### config.mk
export PLATFORM = sky130hd
export DESIGN_NAME = video_window_calc
export DESIGN_NICKNAME = d
export VERILOG_FILES = /design/src/rtl/video_window_calc.sv
export SDC_FILE = /design/constraint.sdc
export NUM_CORES = 1
export LEC_CHECK = 0
export ABC_AREA = 1
export ABC_CLOCK_PERIOD_IN_PS = 3510
export BUFFER_PORTS_ARGS = -buffer_cell sky130_fd_sc_hd__buf_2
export CAP_MARGIN = 20
export CORE_MARGIN = 3
export CORE_UTILIZATION = 35
export DETAILED_ROUTE_END_ITERATION = 6
export PLACE_DENSITY_LB_ADDON = 0.08
export SLEW_MARGIN = 20
export SYNTH_ARGS = -nofsm -noshare
export SYNTH_HDL_FRONTEND = slang
export SYNTH_SLANG_ARGS = --single-unit
### constraint.sdc
create_clock -name CLK_VIDEO -period 3.51 [get_ports CLK_VIDEO]
set_input_delay 0.5265 -clock CLK_VIDEO [delete_from_list [all_inputs] [get_ports CLK_VIDEO]]
set_output_delay 0.5265 -clock CLK_VIDEO [all_outputs]
set_load 0.02 [all_outputs]
### src/rtl/video_window_calc.sv
// Centred output-window calculator: turns ARX/ARY (aspect ratio or absolute size) plus the
// HDMI resolution into inclusive HMIN/HMAX/VMIN/VMAX bounds using a shift-add multiplier and restoring divider.
module video_window_calc (
    input  logic        CLK_VIDEO,
    input  logic        RESET_N,
    input  logic [11:0] HDMI_WIDTH,
    input  logic [11:0] HDMI_HEIGHT,
    input  logic [12:0] ARX,
    input  logic [12:0] ARY,
    output logic [11:0] HMIN,
    output logic [11:0] HMAX,
    output logic [11:0] VMIN,
    output logic [11:0] VMAX,
    output logic        VALID
);

    typedef enum logic [2:0] {
        S_IDLE, S_SEL, S_MUL, S_DIV, S_CHECK, S_CENTER, S_DONE
    } state_t;

    state_t      state;
    logic [11:0] snap_w, snap_h;
    logic [12:0] snap_ax, snap_ay;
    logic        force_calc;
    logic [23:0] mcand, prod, quo;
    logic [11:0] mplier, rem, den;
    logic [4:0]  cnt;
    logic        second_pass;
    logic [11:0] q, win_w, win_h;
    logic [11:0] sh_hmin, sh_hmax, sh_vmin, sh_vmax;

    logic        change;
    logic [23:0] prod_next, quo_next;
    logic [12:0] trial, diff;
    logic        ge;
    logic [11:0] rem_next, q_sat;
    logic [11:0] hmin_c, hmax_c, vmin_c, vmax_c;

    function automatic logic [11:0] min12(input logic [11:0] a, input logic [11:0] b);
        return (a < b) ? a : b;
    endfunction

    // NOTE: every signal written here gets a default first so no latch is inferred.
    always_comb begin
        change    = force_calc || ({HDMI_WIDTH, HDMI_HEIGHT, ARX, ARY} != {snap_w, snap_h, snap_ax, snap_ay});
        prod_next = mplier[0] ? (prod + mcand) : prod;
        trial     = {rem, quo[23]};
        diff      = trial - {1'b0, den};
        ge        = (trial >= {1'b0, den});
        rem_next  = ge ? diff[11:0] : trial[11:0];
        quo_next  = {quo[22:0], ge};
        q_sat     = (|quo_next[23:12]) ? 12'hFFF : quo_next[11:0];
        hmin_c    = 12'd0;
        hmax_c    = 12'd0;
        vmin_c    = 12'd0;
        vmax_c    = 12'd0;
        // The window never exceeds the screen, so the subtractions cannot underflow.
        if (win_w != 12'd0 && win_h != 12'd0) begin
            hmin_c = (snap_w - win_w) >> 1;
            hmax_c = hmin_c + win_w - 12'd1;
            vmin_c = (snap_h - win_h) >> 1;
            vmax_c = vmin_c + win_h - 12'd1;
        end
    end

    // NOTE: sequential state uses non-blocking assignments so all registers update together.
    always_ff @(posedge CLK_VIDEO or negedge RESET_N) begin
        if (!RESET_N) begin
            state       <= S_IDLE;
            snap_w      <= '0;
            snap_h      <= '0;
            snap_ax     <= '0;
            snap_ay     <= '0;
            force_calc  <= 1'b1;
            mcand       <= '0;
            prod        <= '0;
            quo         <= '0;
            mplier      <= '0;
            rem         <= '0;
            den         <= '0;
            cnt         <= '0;
            second_pass <= 1'b0;
            q           <= '0;
            win_w       <= '0;
            win_h       <= '0;
            sh_hmin     <= '0;
            sh_hmax     <= '0;
            sh_vmin     <= '0;
            sh_vmax     <= '0;
            HMIN        <= '0;
            HMAX        <= '0;
            VMIN        <= '0;
            VMAX        <= '0;
            VALID       <= 1'b0;
        end else if (change) begin
            // Any input change (or the first edge after reset) restarts; outputs hold.
            snap_w     <= HDMI_WIDTH;
            snap_h     <= HDMI_HEIGHT;
            snap_ax    <= ARX;
            snap_ay    <= ARY;
            force_calc <= 1'b0;
            VALID      <= 1'b0;
            state      <= S_SEL;
        end else begin
            case (state)
                S_IDLE: ;
                S_SEL: begin
                    if (snap_ax[12]) begin
                        win_w <= min12(snap_ax[11:0], snap_w);
                        win_h <= min12(snap_ay[11:0], snap_h);
                        state <= S_CENTER;
                    end else if (snap_ax[11:0] == 12'd0 || snap_ay[11:0] == 12'd0) begin
                        win_w <= snap_w;
                        win_h <= snap_h;
                        state <= S_CENTER;
                    end else begin
                        mcand       <= {12'd0, snap_h};
                        mplier      <= snap_ax[11:0];
                        den         <= snap_ay[11:0];
                        prod        <= '0;
                        cnt         <= '0;
                        second_pass <= 1'b0;
                        state       <= S_MUL;
                    end
                end
                S_MUL: begin
                    prod   <= prod_next;
                    mcand  <= mcand << 1;
                    mplier <= mplier >> 1;
                    cnt    <= cnt + 5'd1;
                    if (cnt == 5'd11) begin
                        rem   <= '0;
                        quo   <= prod_next;
                        cnt   <= '0;
                        state <= S_DIV;
                    end
                end
                S_DIV: begin
                    rem <= rem_next;
                    quo <= quo_next;
                    cnt <= cnt + 5'd1;
                    if (cnt == 5'd23) begin
                        cnt <= '0;
                        if (second_pass) begin
                            win_h <= min12(q_sat, snap_h);
                            state <= S_CENTER;
                        end else begin
                            q     <= q_sat;
                            state <= S_CHECK;
                        end
                    end
                end
                S_CHECK: begin
                    if (q <= snap_w) begin
                        win_w <= q;
                        win_h <= snap_h;
                        state <= S_CENTER;
                    end else begin
                        // Too wide: pin width to the screen and derive height from W*AY/AX.
                        win_w       <= snap_w;
                        mcand       <= {12'd0, snap_w};
                        mplier      <= snap_ay[11:0];
                        den         <= snap_ax[11:0];
                        prod        <= '0;
                        cnt         <= '0;
                        second_pass <= 1'b1;
                        state       <= S_MUL;
                    end
                end
                S_CENTER: begin
                    sh_hmin <= hmin_c;
                    sh_hmax <= hmax_c;
                    sh_vmin <= vmin_c;
                    sh_vmax <= vmax_c;
                    state   <= S_DONE;
                end
                S_DONE: begin
                    HMIN  <= sh_hmin;
                    HMAX  <= sh_hmax;
                    VMIN  <= sh_vmin;
                    VMAX  <= sh_vmax;
                    VALID <= 1'b1;
                    state <= S_IDLE;
                end
                default: state <= S_IDLE;
            endcase
        end
    end

endmodule

After elaboration in Yosys (flattened, before gate mapping)
Index checks and enable logic that the tools add are counted.
- register bits: 301
- output and inout port bits: 49
- input bits: 52
- logic and storage cells: 147
- multiplexer cells: 60
- reduce and logical (&&, ||, !) cells: 25
- eq/ne operators: 20
- add/sub/neg operators: 9
- bitwise logic cells: 2
- $lt $le $gt $ge: 5
- operators with widths (cell ; number):
    12-bit two-way mux ; 22
    24-bit two-way mux ; 8
    24-bit one-hot mux with 3 select lines ; 2
    12-bit one-hot mux with 2 select lines ; 3
    12-bit one-hot mux with 3 select lines ; 2
    50-bit inequality test ; 1
    24-bit one-hot mux with 2 select lines ; 1
    12-bit < comparator ; 3
    12-bit subtractor ; 3
    5-bit two-way mux ; 5
    11-bit by 12-bit adder with 12-bit output ; 2
    24-bit adder ; 1
    12-bit zero test ; 2
    12-bit nonzero test ; 2
    12-bit by 1-bit subtractor with 12-bit output (second input constant) ; 2
    11-bit two-way mux ; 2
    5-bit one-hot mux with 4 select lines ; 1
    3-bit two-way mux ; 6
    3-bit one-hot mux with 6 select lines ; 1
    2-bit inequality test (second input constant) ; 8
    5-bit AND reduction ; 3
    13-bit by 12-bit >= comparator with 1-bit output ; 1
    12-bit less-or-equal comparator ; 1
    12-bit OR reduction ; 1
    other kinds (20) ; 38

Depth between registers and ports, before layout
- depth after elaboration: 7
- gate-level depth with buffers: 26
- mapped depth without buffers: 26

Least setup slack after synthesis
No wires, ideal clock.
- path type: register to register
- start point: reg snap_h[0]
- end point: reg sh_vmax[10]
- setup time: 0.126 ns
- data arrival time: 3.187 ns
- period minus slack after synthesis: 3.313 ns
- path slack: 0.197 ns
- cell stages (with the launch flop): 25
- buffers on the path: 0
- data required time: 3.384 ns
- cells stage by stage: dfrtp_1 -> nor2_1 -> inv_1 -> fa_1 -> nand3_1 -> nand2_1 -> a21oi_1 -> nor2_1 -> nor2_1 -> xor2_1 -> ha_1 -> inv_1 -> ha_1 -> a21oi_1 -> o21ai_0 -> a21oi_1 -> nor2_1 -> o21ai_0 -> nand2_1 -> nand2_1 -> nand2_1 -> nand2_1 -> nand2_1 -> o21ai_0 -> o22ai_1
- longest elaborated chain between the ends: 4
- elaborated cells between the ends (all ways): 8
- those cells by class: 3 x add/sub; 1 x eq/ne; 1 x mux; 1 x bitwise; 2 x reduce/logical
- RTL lines (item ; RTL line ; text):
    start, declared ; 22 ; logic [11:0] snap_w, snap_h;
    start signal, assigned ; 71 ; snap_h <= '0;
    start signal, assigned ; 98 ; snap_h <= HDMI_HEIGHT;
    12-bit subtractor or 50-bit inequality test (tied branches) ; 61, 45 ;
    11-bit by 12-bit adder with 12-bit output or 1-bit logical OR (tied branches) ; 62, 45 ;
    12-bit by 1-bit subtractor with 12-bit output or 1-bit NOT (tied branches) ; n/a ;
    12-bit two-way mux or 2-bit AND reduction (tied branches) ; n/a ;
    end signal, assigned ; 174 ; sh_vmax <= vmax_c;
    end, declared ; 30 ; logic [11:0] sh_hmin, sh_hmax, sh_vmin, sh_vmax;
Parallel ways exist; a longest one is shown, timed or not.
A chain may end at the register's enable or synchronous reset.

Final worst setup path
Ends and elaborated chain as after synthesis.

==> flow_metrics.py <==
metrics = {
    "status": {
        "status": "finished clean",
    },
    "synth": {
        "synth_warnings": 0,
        "synthArstFlopShare": 1.00,
        "synth_top_area_cell": "dfrtp_1",
        "ys_seq_elements": 297,
        "yosysSeqAreaShare": 0.397,
        "synth_xor_area_frac": 0.0369,
        "synth_edf_count": 0,
        "synth_compound_area_frac": 0.179,
        "synth_top_family_by_area": "simple AND/OR/NAND/NOR gates",
        "synth_fa_ha_area_frac": 0.102,
        "synth_mux_area_frac": 0,
        "synth_cell_types": 55,
        "syn_area_sq_um": 18700,
        "ys.flop_type": "dfrtp_1",
        "synth_top_area_share": 0.395,
        "syn_avg_cell_area_sq_um": 7.68,
        "synthSimpleGateAreaFrac": 0.188,
        "syn_inst": 2441,
        "synth.top_cells.by_area": "dfrtp_1 (40%), nand2_1 (11%), ha_1 (9.5%)",
    },
    "floorplanning": {
        "start_util": 0.355,
        "die_h_um": 237,
        "die_w_um": 237,
        "fp.coreArea_sq_um": 52800,
        "die_area_sq_um": 56400,
        "num_rows": 84,
        "pin_count": 101,
    },
    "clock_network": {
        "worstSkewPairLatency_ns": 0.56,
        "numCtsBuffers": 37,
        "cts_tree": "built",
        "cts_root_buffer": "clkbuf_16",
        "path_clk_slew_ns": 0.06,
        "clockBufferDepth": 3,
        "cts_max_level": 2,
        "clock_sinks": 297,
    },
    "global_route": {
        "grtUsageTotal": 0.210,
        "grt_max_degree": 94,
        "antenna_found_initial": 1,
        "grt_pass1_vias": 15955,
        "grt-ovfl-total": 0,
        "grt_pass1_wl_um": 93000,
    },
    "flow_run": {
        "cap_violations": 0,
    },
    "power": {
        "leakagePower_nw": 11.1,
        "ir_drop_mv": 0.348,
        "power_density_nw_per_um2": 360,
        "finalPower_w": 0.00790,
    },
    "timing": {
        "fmax_mhz": 301,
        "clock_skew_ns": 0.0349,
        "setup_viol": 0,
        "drv_slew": 0,
        "layout_min_cycle_time_ns": 3.32,
        "slew_headroom": 0.472,
        "fin_crit_sh": 0.946,
        "hold_viol": 0,
        "rsz0062_at_grt": "true",
        "whs_ns": 0.0966,
        "finalWorstSetupSlack_ns": 0.189,
        "worst_pin_slew_ns": 0.788,
    },
    "drt": {
        "drtIter0Drc": 1121,
        "first_pass_iters": 5,
        "drc_errors": 0,
        "routed-via-count": 16579,
        "drtAntennaViolNets": 0,
        "routed_wl_um": 59300,
        "via_per_inst": 5.07,
        "wl_per_cell_um": 18.1,
    },
    "critical_path": {
        "crit_top_cell": "nand2_1",
        "crit_required_ns": 3.94,
        "critPathLaunchType": "flip-flop",
        "slowest_stage": "dfrtp_1",
        "crit_chain": "nor2_4 > inv_2 > fa_2 > nand3_2 > nand2_2 > a21oi_2 > nor2_1 > nor2_1 > xor2_1 > ha_1 > inv_2 > ha_4 > a21oi_2 > o21ai_1 > a21oi_2 > nor2_1 > o21ai_1 > nand2_1 > nand2_2 > nand2_1 > nand2_1 > nand2_1 > o21ai_1 > o22ai_1",
        "end_kind": "flip-flop",
        "critPathKind": "flip-flop to flip-flop",
        "path_max_fanout": 3,
        "worst_ep_arrival_time_ns": 3.75,
        "cpPeakStageDelay_ns": 0.40,
    },
    "place": {
        "place.gp.congestion": 0.861,
        "dp_hpwl_um": 45400,
        "io_buffers": 98,
        "pre_cts_ws_ns": -0.0680,
    },
    "layout": {
        "fill_cells": 5504,
        "multiInputGateArea_sq_um": 9780,
        "final_util": 0.416,
        "fin_nets": 2764,
        "ff_latch_area_sq_um": 7430,
        "final_common_cell": "nand2_1",
        "areaGrowthSynthToFinish_pct": 17.0,
        "layout-drive-gt1-share": 0.142,
        "final_cell_mix": "nand2_1 (538), inv_1 (308), dfrtp_1 (295), o21ai_0 (266)",
        "antenna_cells": 0,
    },
    "worst_hold_path": {
        "min_path_type": "primary input to flip-flop",
    },
}
-- per-layer routing --
metal / vias up / track usage / routed length, um
li1: 8265 / - / -
met5: - / 0 / 9
met3: 80 / 0.0284 / 2580
met1: 7899 / 0.309 / 29200
met2: 333 / 0.323 / 26100
met4: 2 / 0.0579 / 1420
-- worst max-delay path: cells and delay by family (launching register included) --
kind | cells | cell delay, ns
fa+ha+maj | 3 | 0.83
compound gates | 7 | 0.83
simple gates | 11 | 0.81
flops | 1 | 0.40
xor+xnor | 1 | 0.21
buf+inv | 2 | 0.11
-- worst paths after layout --
path,startpoint,end,slack (ns),cells after the start
setup reg to reg,snap_h[0]$_DFFE_PN0N_,sh_vmax[10]$_DFFE_PN0P_,0.19,24
min in group asynchronous,RESET_N,prod[17]$_DFFE_PN0P_,0.58,2
hold reg to reg,VALID$_DFFE_PN0P_,VALID$_DFFE_PN0P_,0.47,2
hold / removal,HDMI_HEIGHT[2],snap_h[2]$_DFFE_PN0N_,0.1,1
max in group asynchronous,RESET_N,snap_ax[9]$_DFFE_PN0N_,2.04,3
setup / recovery,snap_h[0]$_DFFE_PN0N_,sh_vmax[10]$_DFFE_PN0P_,0.19,24
-- state kept, by name, summed over array words and instances, names as in the netlist, 12 cells and up --
register  count
win_w        12
prod         24
quo          24
snap_h       12
snap_w       12
snap_ax      13
den          12
mplier       12
HMAX         12
VMAX         12
q            12
sh_hmax      12
rem          12
sh_vmax      12
win_h        12
mcand        24
snap_ay      13
-- logic make-up (layout without fill, tap and decap cells) --
| family | after synthesis | after routing |
|---|---|---|
| AOI/OAI and AO/OA | 597 | 597 |
| and+or+nand+nor | 848 | 848 |
| other | 1 | 3 |
| DFF | 297 | 297 |
| buffers and inverters | 470 | 612 |
| xor gates and xnor gates | 79 | 79 |
| adders and majority gates | 149 | 149 |
-- cells in the mapped netlist, types with 2 or more instances --
cell type  count
a21boi_0       5
a21o_1         7
a21oi_1      123
a22oi_1        3
a31oi_1        6
a32o_1         2
and2_1        11
buf_1          4
buf_2         25
buf_4          2
buf_6          3
clkbuf_1     102
dfrtp_1      296
fa_1           6
ha_1         143
inv_1        315
inv_2         18
nand2_1      544
nand3_1       75
nand3b_1       2
nand4_1       21
nor2_1       136
nor2_2         3
nor2_8         2
nor3_1        22
nor4_1        17
o2111ai_1      4
o211ai_1      20
o21a_1         3
o21ai_0      276
o21ai_1       42
o21bai_1       4
o221ai_1       4
o22ai_1       79
o22ai_2       10
o31ai_1        2
or2_1          2
or2_2          8
xnor2_1       27
xor2_1        52
-- layout make-up --
type                            count  share of cell area
Clock buffer                       53              0.0478
Tap cell                          688              0.0393
Clock inverter                      8             0.00262
Multi-Input combinational cell   1676               0.446
Sequential cell                   297               0.339
Timing Repair Buffer              217              0.0682
Inverter                          334              0.0572
-- through the flow --
step	std cells	instance area [sq um]	TNS [ns]
after floorplan	2443	18800	0
after global placement	3194	20400	0
after detailed placement	3194	20400	-0.0801
after CTS	3257	21600	0
after global routing	3273	21900	-0.262
final	3273	21900	0
-- power breakdown --
| part | switching, W | internal (W) | total (W) | leakage [nW] |
|---|---|---|---|---|
| Clock | 0.00152 | 0.00207 | 0.00359 | 0.541 |
| Sequential | 0.0000429 | 0.00346 | 0.00350 | 3.37 |
| Combinational | 0.000510 | 0.000297 | 0.000808 | 7.15 |
-- timing repair --
item                       4_1_cts  5_1_grt
hold endpoints to repair        23        0
buffers inserted                 1       16
pin swaps                        0       24
hold buffers                     1        0
gates resized for setup          3       62
setup endpoints to repair        2       12
Power figures use the tool's default switching activity.
